$ cat src/rtl/memory_types_pkg.sv
// Shared memory-port types for the core, arbiter and memory model.
// Packet layout, transfer type and request source identifiers.
package memory_types_pkg;

   typedef enum logic [1:0] {
      MEM_RD = 2'd0,
      MEM_WR = 2'd1
   } mem_type_t;

   typedef struct packed {
      mem_type_t   typ;
      logic [31:0] addr;
      logic [31:0] data;
      logic [3:0]  strb;
   } mem_pkt_t;

   typedef enum logic {
      SRC_IMEM = 1'b0,
      SRC_DMEM = 1'b1
   } mem_src_t;

   typedef enum logic [1:0] {
      ARB_FREE   = 2'd0,
      ARB_LOCK_I = 2'd1,
      ARB_LOCK_D = 2'd2
   } arb_state_t;

   function automatic mem_src_t other_src(mem_src_t s);
      return (s == SRC_IMEM) ? SRC_DMEM : SRC_IMEM;
   endfunction

endpackage

$ cat src/rtl/mem_arbiter_if.sv
// Request/response memory port bundle.
// master issues requests and takes responses; slave does the reverse.
interface mem_arbiter_if;
   import memory_types_pkg::*;

   logic     req_vld;
   logic     req_rdy;
   mem_pkt_t req;
   logic     rsp_vld;
   logic     rsp_rdy;
   mem_pkt_t rsp;

   modport master (
      output req_vld,
      output req,
      output rsp_rdy,
      input  req_rdy,
      input  rsp_vld,
      input  rsp
   );

   modport slave (
      input  req_vld,
      input  req,
      input  rsp_rdy,
      output req_rdy,
      output rsp_vld,
      output rsp
   );

endinterface

$ cat src/rtl/arb_src_fifo.sv
// Source-ID FIFO recording the order of issued memory requests.
// DEPTH must be a power of two so the pointers wrap naturally.
module arb_src_fifo
   import memory_types_pkg::*;
#(
   parameter int DEPTH = 4
) (
   input  logic     clk,
   input  logic     rst,
   input  logic     i_push,
   input  mem_src_t i_src,
   input  logic     i_pop,
   output logic     o_full,
   output logic     o_empty,
   output mem_src_t o_head
);

   localparam int AW = $clog2(DEPTH);

   mem_src_t      r_mem [DEPTH];
   logic [AW-1:0] r_wr;
   logic [AW-1:0] r_rd;
   logic [AW:0]   r_cnt;
   logic          w_push;
   logic          w_pop;

   assign o_full  = (r_cnt == (AW+1)'(DEPTH));
   assign o_empty = (r_cnt == '0);
   assign o_head  = r_mem[r_rd];
   assign w_push  = i_push && !o_full;
   assign w_pop   = i_pop && !o_empty;

   always_ff @(posedge clk) begin
      if (w_push) r_mem[r_wr] <= i_src;
   end

   always_ff @(posedge clk or posedge rst) begin
      if (rst) begin
         r_wr  <= '0;
         r_rd  <= '0;
         r_cnt <= '0;
      end else begin
         if (w_push) r_wr <= r_wr + AW'(1);
         if (w_pop)  r_rd <= r_rd + AW'(1);
         if (w_push && !w_pop)
            r_cnt <= r_cnt + (AW+1)'(1);
         else if (w_pop && !w_push)
            r_cnt <= r_cnt - (AW+1)'(1);
      end
   end

endmodule

$ cat src/rtl/mem_arbiter.sv
// Round-robin merge of imem/dmem onto one memory port with
// in-order response routing via a source-ID FIFO.
module mem_arbiter
   import memory_types_pkg::*;
#(
   parameter int MAX_OUTSTANDING = 4
) (
   input  logic          clk,
   input  logic          rst,
   mem_arbiter_if.slave  imem,
   mem_arbiter_if.slave  dmem,
   mem_arbiter_if.master mem,
   output logic          spurious_rsp
);

   arb_state_t r_state;
   arb_state_t w_state_nxt;
   mem_src_t   r_rr_last;
   logic       r_spur;

   mem_src_t   w_gnt;
   mem_src_t   w_head;
   logic       w_gnt_vld;
   logic       w_req_vld;
   logic       w_req_rdy;
   logic       w_push;
   logic       w_pop;
   logic       w_full;
   logic       w_empty;
   logic       w_rsp_rdy;
   logic       w_irsp_vld;
   logic       w_drsp_vld;

   arb_src_fifo #(
      .DEPTH (MAX_OUTSTANDING)
   ) u_src_fifo (
      .clk     (clk),
      .rst     (rst),
      .i_push  (w_push),
      .i_src   (w_gnt),
      .i_pop   (w_pop),
      .o_full  (w_full),
      .o_empty (w_empty),
      .o_head  (w_head)
   );

   // A locked grant survives until its pending downstream transfer lands
   always_comb begin
      w_gnt = SRC_IMEM;
      unique case (r_state)
         ARB_LOCK_I: w_gnt = SRC_IMEM;
         ARB_LOCK_D: w_gnt = SRC_DMEM;
         default: begin
            if (imem.req_vld && dmem.req_vld)
               w_gnt = other_src(r_rr_last);
            else if (dmem.req_vld)
               w_gnt = SRC_DMEM;
         end
      endcase
   end

   assign w_gnt_vld = (w_gnt == SRC_DMEM) ? dmem.req_vld : imem.req_vld;
   assign w_req_vld = !rst && w_gnt_vld && !w_full;
   assign w_req_rdy = !rst && mem.req_rdy && !w_full;
   assign w_push    = w_req_vld && mem.req_rdy;

   assign mem.req_vld  = w_req_vld;
   assign mem.req      = (w_gnt == SRC_DMEM) ? dmem.req : imem.req;
   assign imem.req_rdy = w_req_rdy && (w_gnt == SRC_IMEM);
   assign dmem.req_rdy = w_req_rdy && (w_gnt == SRC_DMEM);

   always_comb begin
      w_state_nxt = r_state;
      unique case (r_state)
         ARB_FREE: begin
            if (w_gnt_vld && !mem.req_rdy)
               w_state_nxt = (w_gnt == SRC_DMEM) ? ARB_LOCK_D : ARB_LOCK_I;
         end
         default: begin
            if (w_push) w_state_nxt = ARB_FREE;
         end
      endcase
   end

   always_ff @(posedge clk or posedge rst) begin
      if (rst) begin
         r_state   <= ARB_FREE;
         r_rr_last <= SRC_IMEM;
         r_spur    <= 1'b0;
      end else begin
         r_state <= w_state_nxt;
         if (w_push) r_rr_last <= w_gnt;
         if (w_empty && mem.rsp_vld) r_spur <= 1'b1;
      end
   end

   // With nothing outstanding, responses are drained and flagged
   always_comb begin
      w_rsp_rdy  = 1'b1;
      w_irsp_vld = 1'b0;
      w_drsp_vld = 1'b0;
      if (!w_empty) begin
         unique case (w_head)
            SRC_IMEM: begin
               w_irsp_vld = mem.rsp_vld;
               w_rsp_rdy  = imem.rsp_rdy;
            end
            SRC_DMEM: begin
               w_drsp_vld = mem.rsp_vld;
               w_rsp_rdy  = dmem.rsp_rdy;
            end
         endcase
      end
   end

   assign w_pop = !w_empty && mem.rsp_vld && w_rsp_rdy;

   assign mem.rsp_rdy  = !rst && w_rsp_rdy;
   assign imem.rsp_vld = !rst && w_irsp_vld;
   assign dmem.rsp_vld = !rst && w_drsp_vld;
   assign imem.rsp     = mem.rsp;
   assign dmem.rsp     = mem.rsp;
   assign spurious_rsp = r_spur;

endmodule

$ cat src/flat_wrapper.sv
// flat-port wrapper written by rule: the top's interface ports become plain ports
module mem_arbiter_flat import memory_types_pkg::*;
#(
   parameter int MAX_OUTSTANDING = 4
)
  (clk, rst, spurious_rsp, imem_req_vld, imem_req, imem_rsp_rdy, imem_req_rdy, imem_rsp_vld, imem_rsp, dmem_req_vld, dmem_req, dmem_rsp_rdy, dmem_req_rdy, dmem_rsp_vld, dmem_rsp, mem_req_vld, mem_req, mem_rsp_rdy, mem_req_rdy, mem_rsp_vld, mem_rsp);
  mem_arbiter_if imem_i ();
  mem_arbiter_if dmem_i ();
  mem_arbiter_if mem_i ();
  input  logic clk;
  input  logic rst;
  output logic spurious_rsp;
  input wire logic [$bits(imem_i.req_vld)-1:0] imem_req_vld;
  input wire logic [$bits(imem_i.req)-1:0] imem_req;
  input wire logic [$bits(imem_i.rsp_rdy)-1:0] imem_rsp_rdy;
  output wire logic [$bits(imem_i.req_rdy)-1:0] imem_req_rdy;
  output wire logic [$bits(imem_i.rsp_vld)-1:0] imem_rsp_vld;
  output wire logic [$bits(imem_i.rsp)-1:0] imem_rsp;
  input wire logic [$bits(dmem_i.req_vld)-1:0] dmem_req_vld;
  input wire logic [$bits(dmem_i.req)-1:0] dmem_req;
  input wire logic [$bits(dmem_i.rsp_rdy)-1:0] dmem_rsp_rdy;
  output wire logic [$bits(dmem_i.req_rdy)-1:0] dmem_req_rdy;
  output wire logic [$bits(dmem_i.rsp_vld)-1:0] dmem_rsp_vld;
  output wire logic [$bits(dmem_i.rsp)-1:0] dmem_rsp;
  output wire logic [$bits(mem_i.req_vld)-1:0] mem_req_vld;
  output wire logic [$bits(mem_i.req)-1:0] mem_req;
  output wire logic [$bits(mem_i.rsp_rdy)-1:0] mem_rsp_rdy;
  input wire logic [$bits(mem_i.req_rdy)-1:0] mem_req_rdy;
  input wire logic [$bits(mem_i.rsp_vld)-1:0] mem_rsp_vld;
  input wire logic [$bits(mem_i.rsp)-1:0] mem_rsp;
  assign imem_i.req_vld = imem_req_vld;
  assign imem_i.req = imem_req;
  assign imem_i.rsp_rdy = imem_rsp_rdy;
  assign imem_req_rdy = imem_i.req_rdy;
  assign imem_rsp_vld = imem_i.rsp_vld;
  assign imem_rsp = imem_i.rsp;
  assign dmem_i.req_vld = dmem_req_vld;
  assign dmem_i.req = dmem_req;
  assign dmem_i.rsp_rdy = dmem_rsp_rdy;
  assign dmem_req_rdy = dmem_i.req_rdy;
  assign dmem_rsp_vld = dmem_i.rsp_vld;
  assign dmem_rsp = dmem_i.rsp;
  assign mem_req_vld = mem_i.req_vld;
  assign mem_req = mem_i.req;
  assign mem_rsp_rdy = mem_i.rsp_rdy;
  assign mem_i.req_rdy = mem_req_rdy;
  assign mem_i.rsp_vld = mem_rsp_vld;
  assign mem_i.rsp = mem_rsp;
  mem_arbiter #(.MAX_OUTSTANDING(MAX_OUTSTANDING)) u_core (.clk(clk), .rst(rst), .imem(imem_i), .dmem(dmem_i), .mem(mem_i), .spurious_rsp(spurious_rsp));
endmodule
$ cat config.mk
export PLATFORM = sky130hd
export DESIGN_NAME = mem_arbiter_flat
export DESIGN_NICKNAME = d
export VERILOG_FILES = /design/src/rtl/memory_types_pkg.sv /design/src/rtl/mem_arbiter_if.sv /design/src/rtl/arb_src_fifo.sv /design/src/rtl/mem_arbiter.sv /design/src/flat_wrapper.sv
export SDC_FILE = /design/constraint.sdc
export NUM_CORES = 1
export LEC_CHECK = 0
export ABC_AREA = 1
export ABC_CLOCK_PERIOD_IN_PS = 2550
export CORE_AREA = 2 2 168 170
export DETAILED_ROUTE_END_ITERATION = 7
export DIE_AREA = 0 0 170 172
export MAX_ROUTING_LAYER = met4
export PLACE_DENSITY = 0.46
export SYNTH_ARGS = -nofsm -noshare
export SYNTH_HDL_FRONTEND = slang
export SYNTH_SLANG_ARGS = --single-unit
$ cat constraint.sdc
create_clock -name clk -period 2.55 [get_ports clk]
set_input_delay 0.3825 -clock clk [delete_from_list [all_inputs] [get_ports clk]]
set_output_delay 0.3825 -clock clk [all_outputs]
set_load 0.02 [all_outputs]
## Word level (Yosys, flattened, before mapping)

Memory sizes are Yosys's and may differ from the RTL's.
Cells that the tools add are included.

- Output and inout bits: 217
- Memories kept: 1
- RAM bits: 4
- Bits of input ports: 218
- ROM bits: 0
- Word-level logic and storage cells: 67
- Latch bits: 0
- Register bits after elaboration: 11

- Multiply operators: 0
- Multiplexer cells: 20
- Div/mod/pow operators: 0
- Reduce and logical (&&, ||, !) cells: 30
- Bitwise operators: 2
- Eq/ne operators: 4
- Order comparisons: 0
- Shifts and indexed selects: 0
- Add/subtract/negate cells: 4

Memory list:

| name | depth | width | rd ports | clocked after memory_dff | write ports | RTL line | text |
|---|---|---|---|---|---|---|---|
| u_core.u_src_fifo.r_mem | 4 | 1 | 1 | 0 | 1 | arb_src_fifo.sv:20 | `mem_src_t r_mem [DEPTH];` |

Operator list:

| operator | count |
|---|---|
| $mux W70 | 1 |
| $logic_and A1 B1 Y1 | 19 |
| $mux W1 | 11 |
| $mux W2 | 4 |
| $logic_not A1 Y1 | 6 |
| $mux W3 | 2 |
| $add A2 B1 Y2 const B | 2 |
| $pmux W1 S2 | 2 |
| $reduce_bool A2 Y1 | 2 |
| $add A3 B1 Y3 const B | 1 |
| $eq A3 B3 Y1 const B | 1 |
| $logic_not A3 Y1 | 1 |
| $sub A3 B1 Y3 const B | 1 |
| $eq A2 B1 Y1 const B | 1 |
| $eq A2 B2 Y1 const B | 1 |
| $logic_not A2 Y1 | 1 |
| $ne A2 B1 Y1 const B | 1 |
| $not A1 Y1 | 2 |
| $reduce_and A2 Y1 | 1 |

## Depth between registers and ports, before layout

Gate-level depths: netlist of the first run.

- Word-level depth: 12
- Mapped depth: 14
- Depth with buffers taken out: 14

## Cells and area by module

A second synthesis of the first run with hierarchy kept.

- Cells, all modules: 494
- Area total of the unflattened synthesis: 2929.1 um^2

By module, submodules not included:

| module | instances | cells an instance | area an instance (um^2) |
|---|---|---|---|
| mem_arbiter | 1 | 420 | 2292.2 |
| arb_src_fifo | 1 | 74 | 636.9 |

## Least setup slack after synthesis of the first run

OpenSTA, ideal clock, no wires.

- Kind: register to register
- From: register u_core.r_state[1]
- To: register u_core.u_src_fifo.r_cnt[1]
- Library setup time: 125 ps
- Arrival time: 2063 ps
- Required time: 2425 ps
- Stages on the path, launching flop included: 11
- Setup slack: 362 ps
- Path through: dfrtp_1 -> inv_1 -> ha_1 -> nand2_1 -> or2_1 -> nand2_2 -> nor2_4 -> ha_1 -> inv_1 -> fa_1 -> mux2_2

- Word-level cells in the longest chain between the ends: 10
- Elaborated cells between the ends (all ways): 13
- Those cells by class: eq/ne: 2; mux: 3; reduce/logical: 8

Ends and longest elaborated chain:

| what | RTL line | text |
|---|---|---|
| start: declaration | mem_arbiter.sv:16 | `arb_state_t r_state;` |
| start signal: assignment | mem_arbiter.sv:91 | `r_state <= w_state_nxt;` |
| $eq A2 B2 Y1 / $eq A2 B1 Y1 (equally long branches) | mem_arbiter.sv:50 | `unique case (r_state)` |
| $pmux W1 S2 (*) | mem_arbiter.sv:50 |  |
| $mux W1 (*) | mem_arbiter.sv:62 | `assign w_gnt_vld = (w_gnt == SRC_DMEM) ? dmem.req_vld : imem.req_vld;` |
| $logic_and A1 B1 Y1 (*) (2 in a row) | mem_arbiter.sv:63 | `assign w_req_vld = !rst && w_gnt_vld && !w_full;` |
| $logic_and A1 B1 Y1 (*) | mem_arbiter.sv:65 | `assign w_push = w_req_vld && mem.req_rdy;` |
| $logic_and A1 B1 Y1 (*) | arb_src_fifo.sv:30 | `assign w_push = i_push && !o_full;` |
| named net u_core.u_src_fifo.w_push | arb_src_fifo.sv:24 | `logic w_push;` |
| $logic_not A1 Y1 | arb_src_fifo.sv:47 | `else if (w_pop && !w_push)` |
| $logic_and A1 B1 Y1 | arb_src_fifo.sv:47 |  |
| $reduce_bool A2 Y1 (no line) | n/a |  |
| end signal: assignment | arb_src_fifo.sv:46 | `r_cnt <= r_cnt + (AW+1)'(1);` |
| end signal: assignment | arb_src_fifo.sv:48 | `r_cnt <= r_cnt - (AW+1)'(1);` |
| end: declaration | arb_src_fifo.sv:23 | `logic [AW:0] r_cnt;` |

The timed path passes the listed nets; every way through them passes the cells marked *.
A chain may end at the register's enable or synchronous reset.

## Worst setup path after layout of the first run

- From: register u_core.r_state[0]
- To: output port mem_req[67]

- Word-level cells in the longest chain between the ends: 3
- Elaborated cells between the ends (all ways): 4
- Those cells by class: eq/ne: 2; mux: 2

Ends and longest elaborated chain:

| what | RTL line | text |
|---|---|---|
| $eq A2 B2 Y1 / $eq A2 B1 Y1 (equally long branches) | mem_arbiter.sv:50 |  |
| $pmux W1 S2 (*) | mem_arbiter.sv:50 |  |
| $mux W70 (*) | mem_arbiter.sv:68 | `assign mem.req = (w_gnt == SRC_DMEM) ? dmem.req : imem.req;` |
| end: declaration | flat_wrapper.sv:26 | `output wire logic [$bits(mem_i.req)-1:0] mem_req;` |

Mark *: on every way between the ends. The rest lies on a longest branch, timed or not.

==> results.ini, run 1 <==
[layout]
syn_to_final_growth_pct = 56.1
diodes = 0
nets = 800
fin_cells = 919
final_core_util_pct = 16.2
design_area_um2 = 4440
drive_gt1_share_pct = 18.2

[job]
max_cap_viol_count = 0

[critical_path]
cp-end-kind = output port
worst_ep_required_time_ns = 2.17
rrSetupSlack_ns = 0.18
crit_slowest_cell = dfrtp_1
rr_worst_depth = 11
critical_path_arrival_ns = 2.07
critPathBufInv = 5
path_delay_family = buffers and inverters
slowest_delay_ns = 0.36
crit_fanout = 24
start_kind = flop
path_cells = inv_1 > ha_1 > inv_1 > nand3_1 > nand2_4 > inv_2 > buf_12 > nand2_1 > nand2_1 > clkdlybuf4s15_1
r2r_start = u_core.r_state[0]
critPathKind = reg -> out
r2r-end = u_core.u_src_fifo.r_cnt[1]

[logic_synthesis]
synth_top_family_by_area = buffers and inverters
synth_xor_area_share_pct = 0.923
ys.warnings.count = 0
yosysSeqAreaShare_pct = 13.9
yosysTopAreaCell = buf_4
synth_compound_area_share_pct = 1.41
synthTopCellsByCount = nand2_1, buf_4, inv_1
synth.net_count = 705
synth_area_leaders = buf_4, nand2_1, dfrtp_1
netlist_instances = 479
synth_edf_count = 4
yosys.area_share.simple_pct = 36.8
avgSynthCellArea_um2 = 5.94
yosysTopAreaCellShare_pct = 37.2
synth_flop_cell = dfrtp_1
yosysMostFrequentCell = nand2_1
netlist_area_um2 = 2850
synth_seq_cells = 15
yosys.cell_types.count = 26
synthAdderAreaFrac_pct = 3.78
synth_mux_area_share_pct = 0.396
ys_async_sr_fraction_pct = 73.3

[min_path]
hold_start = u_core.spurious_rsp
holdPathStages = 1
hold_end = u_core.spurious_rsp
worst_hold_path_type = reg -> reg

[place]
gp_congestion = 0.691
port_buffers = 224
dp_hpwl_um = 10200
dp.cells = 914
place_area_um2 = 4630

[routing]
wl_per_cell_um = 13.3
routed_wl_um = 12200
drc = 0
vias = 2926
vias_per_cell = 3.18
drt_iter0_drc = 105
final_antenna_net_count = 0
drt_pass1_iterations = 4

[global_routing]
grt_max_degree = 39
grt_antenna_before_repair = 0
grt_pass1_vias = 2816
grt-ovfl-total = 0
grt_pass1_wl_um = 16400
grt_use_total_pct = 7.51

[sta]
tightest_slew_ns = 0.281
hold_viol = 0
setup_viol = 0
finalCriticalPeriod_ns = 2.45
slew_headroom_pct = 81.1
rsz0062_at_grt = false
maxSlewViolCount = 0
fin_skew_ns = 0.00126
fmax_mhz = 409
fin_crit_sh_pct = 96.0

[clocking]
insertion_delay_ns = 0.25
cts-root-buf = clkbuf_16
cts_tree = done
clk_pin_slew_worst_paths_ns = 0.05
clockBufferDepth = 2
cts_buffers = 3
holdBufCountCts = 0
h-tree-depth = 1
clkSinkCount = 15

[pwr]
p_int_mw = 1.94
swShare_pct = 54.0
cellLeakagePower_nw = 2.19
power_density_nw_per_um2 = 947
p_comb_share_pct = 82.2
switchingPower_mw = 2.27
peakVddDrop_v = 0.000415
p_clk_share_pct = 7.4
seqPwrFrac_pct = 10.4

[floorplanning]
die_x_um = 170
rows = 61
die_area_um2 = 29200
core_area_um2 = 27500
start_util_pct = 10.4
ios = 435
die_h_um = 172

[outcome]
outcome = finished, final reports clean

## cells by family (layout without fill, tap and decap cells)
group / count (synthesis) / after routing
mux: 1 / 1
compound gates: 6 / 6
buf+inv: 179 / 273
flops: 15 / 15
simple gates: 267 / 267
xor+xnor: 3 / 3
fa+ha+maj: 8 / 8
## layer usage
metal | wire length (µm) | global-route usage [%] | vias up | part of all wire, %
li1 | - | - | 1482 | -
met1 | 4510 | 8.28 | 1202 | 37
met2 | 5640 | 11.7 | 216 | 46
met3 | 1910 | 4.58 | 26 | 16
met4 | 184 | 1.49 | 0 | 1.5
met5 | 0 | - | - | 0
## cell usage in the layout (no fill, tap or decap)
cell type,netlist,layout
a211oi_1,1,1
a21oi_1,1,1
a21oi_2,1,1
a31o_2,1,1
buf_12,0,7
buf_4,141,15
clkbuf_16,0,4
clkbuf_2,0,59
clkdlybuf4s15_1,0,5
clkdlybuf4s50_1,0,151
clkinv_2,0,1
dfrtp_1,11,11
dlygate4sd2_1,0,7
edfxtp_1,4,4
fa_1,1,1
ha_1,7,7
inv_1,17,17
inv_2,7,7
mux2_2,1,1
nand2_1,237,236
nand2_2,3,2
nand2_4,0,2
nand3_1,10,9
nand3_2,1,2
nand4_1,2,2
nor2_1,10,10
nor2_2,1,1
nor2_4,1,1
nor3_1,1,1
o21ai_1,2,2
or2_1,1,1
xnor2_1,1,1
xor2_1,2,2
## worst max-delay path by stage
stage                                 start                          to  depth (start not counted)
after global routing      u_core.r_state[0]                 mem_req[46]                         10
after detailed placement       imem_req_vld                 mem_req[24]                          9
after global placement         imem_req_vld                 mem_req[65]                          9
after floorplan           u_core.r_state[1]  u_core.u_src_fifo.r_cnt[1]                         10
final                     u_core.r_state[0]                 mem_req[67]                         10
after CTS                 u_core.r_state[0]                 mem_req[24]                         10
## power groups by stage
stage	registers (mW)	logic, mW	clock network (mW)
2_1_floorplan	0.432	2.25	0
3_3_place_gp	0.440	3.93	0
3_5_place_dp	0.441	3.93	0
4_1_cts	0.438	3.55	0.324
5_1_grt	0.453	3.84	0.330
6_report	0.436	3.46	0.312
## state kept, by name, summed over array words and instances (netlist names)
register	cells
u_core.r_rr_last	1
u_core.r_state	2
u_core.u_src_fifo.r_wr	2
u_core.u_src_fifo.r_mem	4
u_core.spurious_rsp	1
u_core.u_src_fifo.r_cnt	3
u_core.u_src_fifo.r_rd	2
## stage by stage
step	hold slack, ns	TNS (ns)	worst slack, ns	power, mW
after floorplan	0.187	0	0.362	2.68
after global placement	0.459	-4.07	-0.0856	4.37
after detailed placement	0.463	-4.65	-0.103	4.37
after CTS	0.475	0	0.0236	4.31
after global routing	0.508	0	0.00263	4.62
final	0.471	0	0.102	4.21
## timing repair
item / in CTS / in global routing
endpoints found under the setup margin: 71 / 65
buffers inserted: 0 / 0
cloned: 0 / 1
resized for setup: 71 / 125
## area by class of cell
cell class | instances | area [µm²]
Fill cell | 3195 | 23000
Timing Repair Buffer | 245 | 2200
Multi-Input combinational cell | 285 | 1250
Tap cell | 346 | 433
Sequential cell | 15 | 395
Inverter | 24 | 90.1
Clock buffer | 3 | 75.1
Clock inverter | 1 | 5.00
(Power assumes the default switching activity.)
==> run 2: changes to the inputs <==
--- a/config.mk
+++ b/config.mk
@@ -11,7 +11,6 @@
 export DETAILED_ROUTE_END_ITERATION = 7
 export DIE_AREA = 0 0 170 172
 export MAX_ROUTING_LAYER = met4
-export PLACE_DENSITY = 0.46
 export SYNTH_ARGS = -nofsm -noshare
 export SYNTH_HDL_FRONTEND = slang
 export SYNTH_SLANG_ARGS = --single-unit
==> run 2 against run 1 <==
Via count is 0.96% higher. Sequential power hardly changed. Total power is 2.2% lower. Setup slack better by 0.024 ns. Utilization is 0.30 points lower. Clock-buffer cell count is 1 higher. Cell area is 1.9% lower. Register-to-register slack better by 0.03 ns. Highest routed layer unchanged. Largest cell class unchanged. Worst hold slack better by 0.0043 ns. Maximum frequency is 1.0% higher.
==> results.ini, run 2 (synthesis gave the netlist of run 1 again) <==
[layout]
design_area_um2 = 4360  ; -1.9%
diodes = 0  ; unchanged
largest_reg_flops = 4  ; unchanged
drive_gt1_share_pct = 17.3  ; -0.84 points
top_regs = u_core.u_src_fifo.r_mem (4), u_core.u_src_fifo.r_cnt (3)
top_register = u_core.u_src_fifo.r_mem
nets = 793  ; -0.88%
fillers = 3207  ; +0.38%
syn_to_final_growth_pct = 53.2
final_common_cell = nand2_1
mostFrequentLayoutCells = nand2_1, clkdlybuf4s50_1, clkbuf_2, inv_1, buf_4

[place]
dp_slack_ns = -0.119  ; -0.0162 ns
port_buffers = 224  ; unchanged
place_area_um2 = 4530  ; -2.2%
gp_congestion = 0.760  ; +9.9%
dp_hpwl_um = 11100  ; +8.5%

[sta]
fin_crit_sh_pct = 95.0  ; -0.95 points
slew_headroom_pct = 79.4  ; -1.7 points
tightest_slew_ns = 0.307  ; +0.0257 ns
finalSetupTns_ns = 0  ; unchanged
maxSlewViolCount = 0  ; unchanged
fin_skew_ns = 0.00475  ; +0.00349 ns
fmax_mhz = 413  ; +1.0%
rsz0062_at_grt = true
finalCriticalPeriod_ns = 2.42  ; -0.0241 ns
fin_ws_ns = 0.127  ; +0.0241 ns
setup_viol = 0  ; unchanged
hold_viol = 0  ; unchanged

[routing]
final_antenna_net_count = 0  ; unchanged
vias = 2954  ; +0.96%
routed_wl_um = 12900  ; +5.7%
drt_iter0_drc = 85  ; -19%
drc = 0  ; unchanged
wl_per_cell_um = 14.2  ; +6.6%
vias_per_cell = 3.24  ; +1.7%
drt_pass1_iterations = 4  ; unchanged

[clocking]
insertion_delay_ns = 0.25  ; about the same
cts_buffers = 3  ; unchanged
holdBufCountCts = 0  ; unchanged
clk_pin_slew_worst_paths_ns = 0.05  ; about the same
clkSinkCount = 15  ; unchanged
cts_tree = done
h-tree-depth = 1  ; unchanged
cts-root-buf = clkbuf_16
clockBufferDepth = 2  ; unchanged

[critical_path]
critPathKind = reg -> out
worst_ep_required_time_ns = 2.17  ; about the same
critical_path_arrival_ns = 2.04  ; -0.03 ns
start_kind = flop
crit_fanout = 40  ; +67%
cp-end-kind = output port

[min_path]
worst_hold_path_type = reg -> reg

[global_routing]
grt_pass1_wl_um = 17200  ; +4.7%
grt_antenna_before_repair = 0  ; unchanged
grt_max_degree = 53  ; +36%
grt_use_total_pct = 8.10  ; +0.59 points
grt_pass1_vias = 2791  ; -0.89%
grt-ovfl-total = 0  ; unchanged

[floorplanning]
die_h_um = 172  ; unchanged
rows = 61  ; unchanged
die_x_um = 170  ; unchanged
core_area_um2 = 27500  ; unchanged
start_util_pct = 10.4  ; unchanged
ios = 435  ; unchanged
die_area_um2 = 29200  ; unchanged

[outcome]
outcome = finished, final reports clean

[job]
max_cap_viol_count = 0  ; unchanged

[pwr]
power_density_nw_per_um2 = 944  ; -0.34%
cellLeakagePower_nw = 2.15  ; -1.9%
peakVddDrop_v = 0.000246  ; -41%

[run 2: cell count changes in the layout (fill, tap and decap cells not counted)]
cell,before,now
nand2_4,2,1
nand2_2,2,3
buf_12,7,3
clkinv_2,1,0
clkbuf_1,0,1
clkdlybuf4s15_1,5,6
buf_16,0,1
clkbuf_2,59,58
nand3_1,9,10
nand3_2,2,1
buf_4,15,14
dlygate4sd2_1,7,2
dlymetal6s2s_1,0,1
buf_8,0,1
[run 2: path summary, 6_finish.rpt]
check	start	end	slack (ns)	cells after the start
max reg2reg	u_core.r_state[0]	u_core.u_src_fifo.r_cnt[1]	0.21	10
max	u_core.r_state[0]	mem_req[16]	0.13	10
min in group asynchronous	rst	u_core.spurious_rsp	0.49	3
max in group asynchronous	rst	u_core.u_src_fifo.r_rd[0]	1.90	3
min reg2reg	u_core.spurious_rsp	u_core.spurious_rsp	0.48	1
min	u_core.spurious_rsp	u_core.spurious_rsp	0.48	1
[run 2: layout make-up]
class	instances	area, µm²	area share (%)
sequential	15	395	9.06
timing repair buffer	238	2120	48.7
tap	346	433	9.93
multi-input combinational	285	1240	28.4
inverter	24	90.1	2.07
clock buffer	4	78.8	1.81
[run 2: where the power goes]
group          internal (mW)  switching (mW)
registers              0.352          0.0851
clock network          0.212          0.0973
logic                   1.26            2.11
[run 2: through the flow]
step | total power, mW | cells | utilization, % | hold slack (ns)
finish | 4.12 | 912 | 15.9 | 0.475
global route | 4.52 | 912 | 15.9 | 0.507
CTS | 4.22 | 911 | 16.5 | 0.475
detailed placement | 4.22 | 907 | 16.5 | 0.466
global placement | 4.19 | 907 | 16.5 | 0.460
floorplan | 2.68 | 479 | - | 0.187
[run 2: worst max-delay path, cell delays in order (launching register included)]
cell,delay (ns)
dfrtp_1,0.36
inv_1,0.07
ha_1,0.29
inv_1,0.04
nand3_1,0.13
nand2_4,0.12
inv_2,0.12
buf_12,0.20
nand2_1,0.07
nand2_1,0.06
clkdlybuf4s15_1,0.29
[run 2: metal layers]
layer  up-vias  track usage, %  share of wire, %
li1       1466               -                 -
met1      1234            8.63                37
met2       244            13.2                48
met3        10            4.99                15
met4         0            1.11              0.49
met5         -               -                 0
[run 2: timing repair]
item,4_1_cts,5_1_grt
setup endpoints to repair,67,63
resized for setup,69,123
cloned,0,1
endpoints found under the hold margin,0,0
setup buffers,0,0
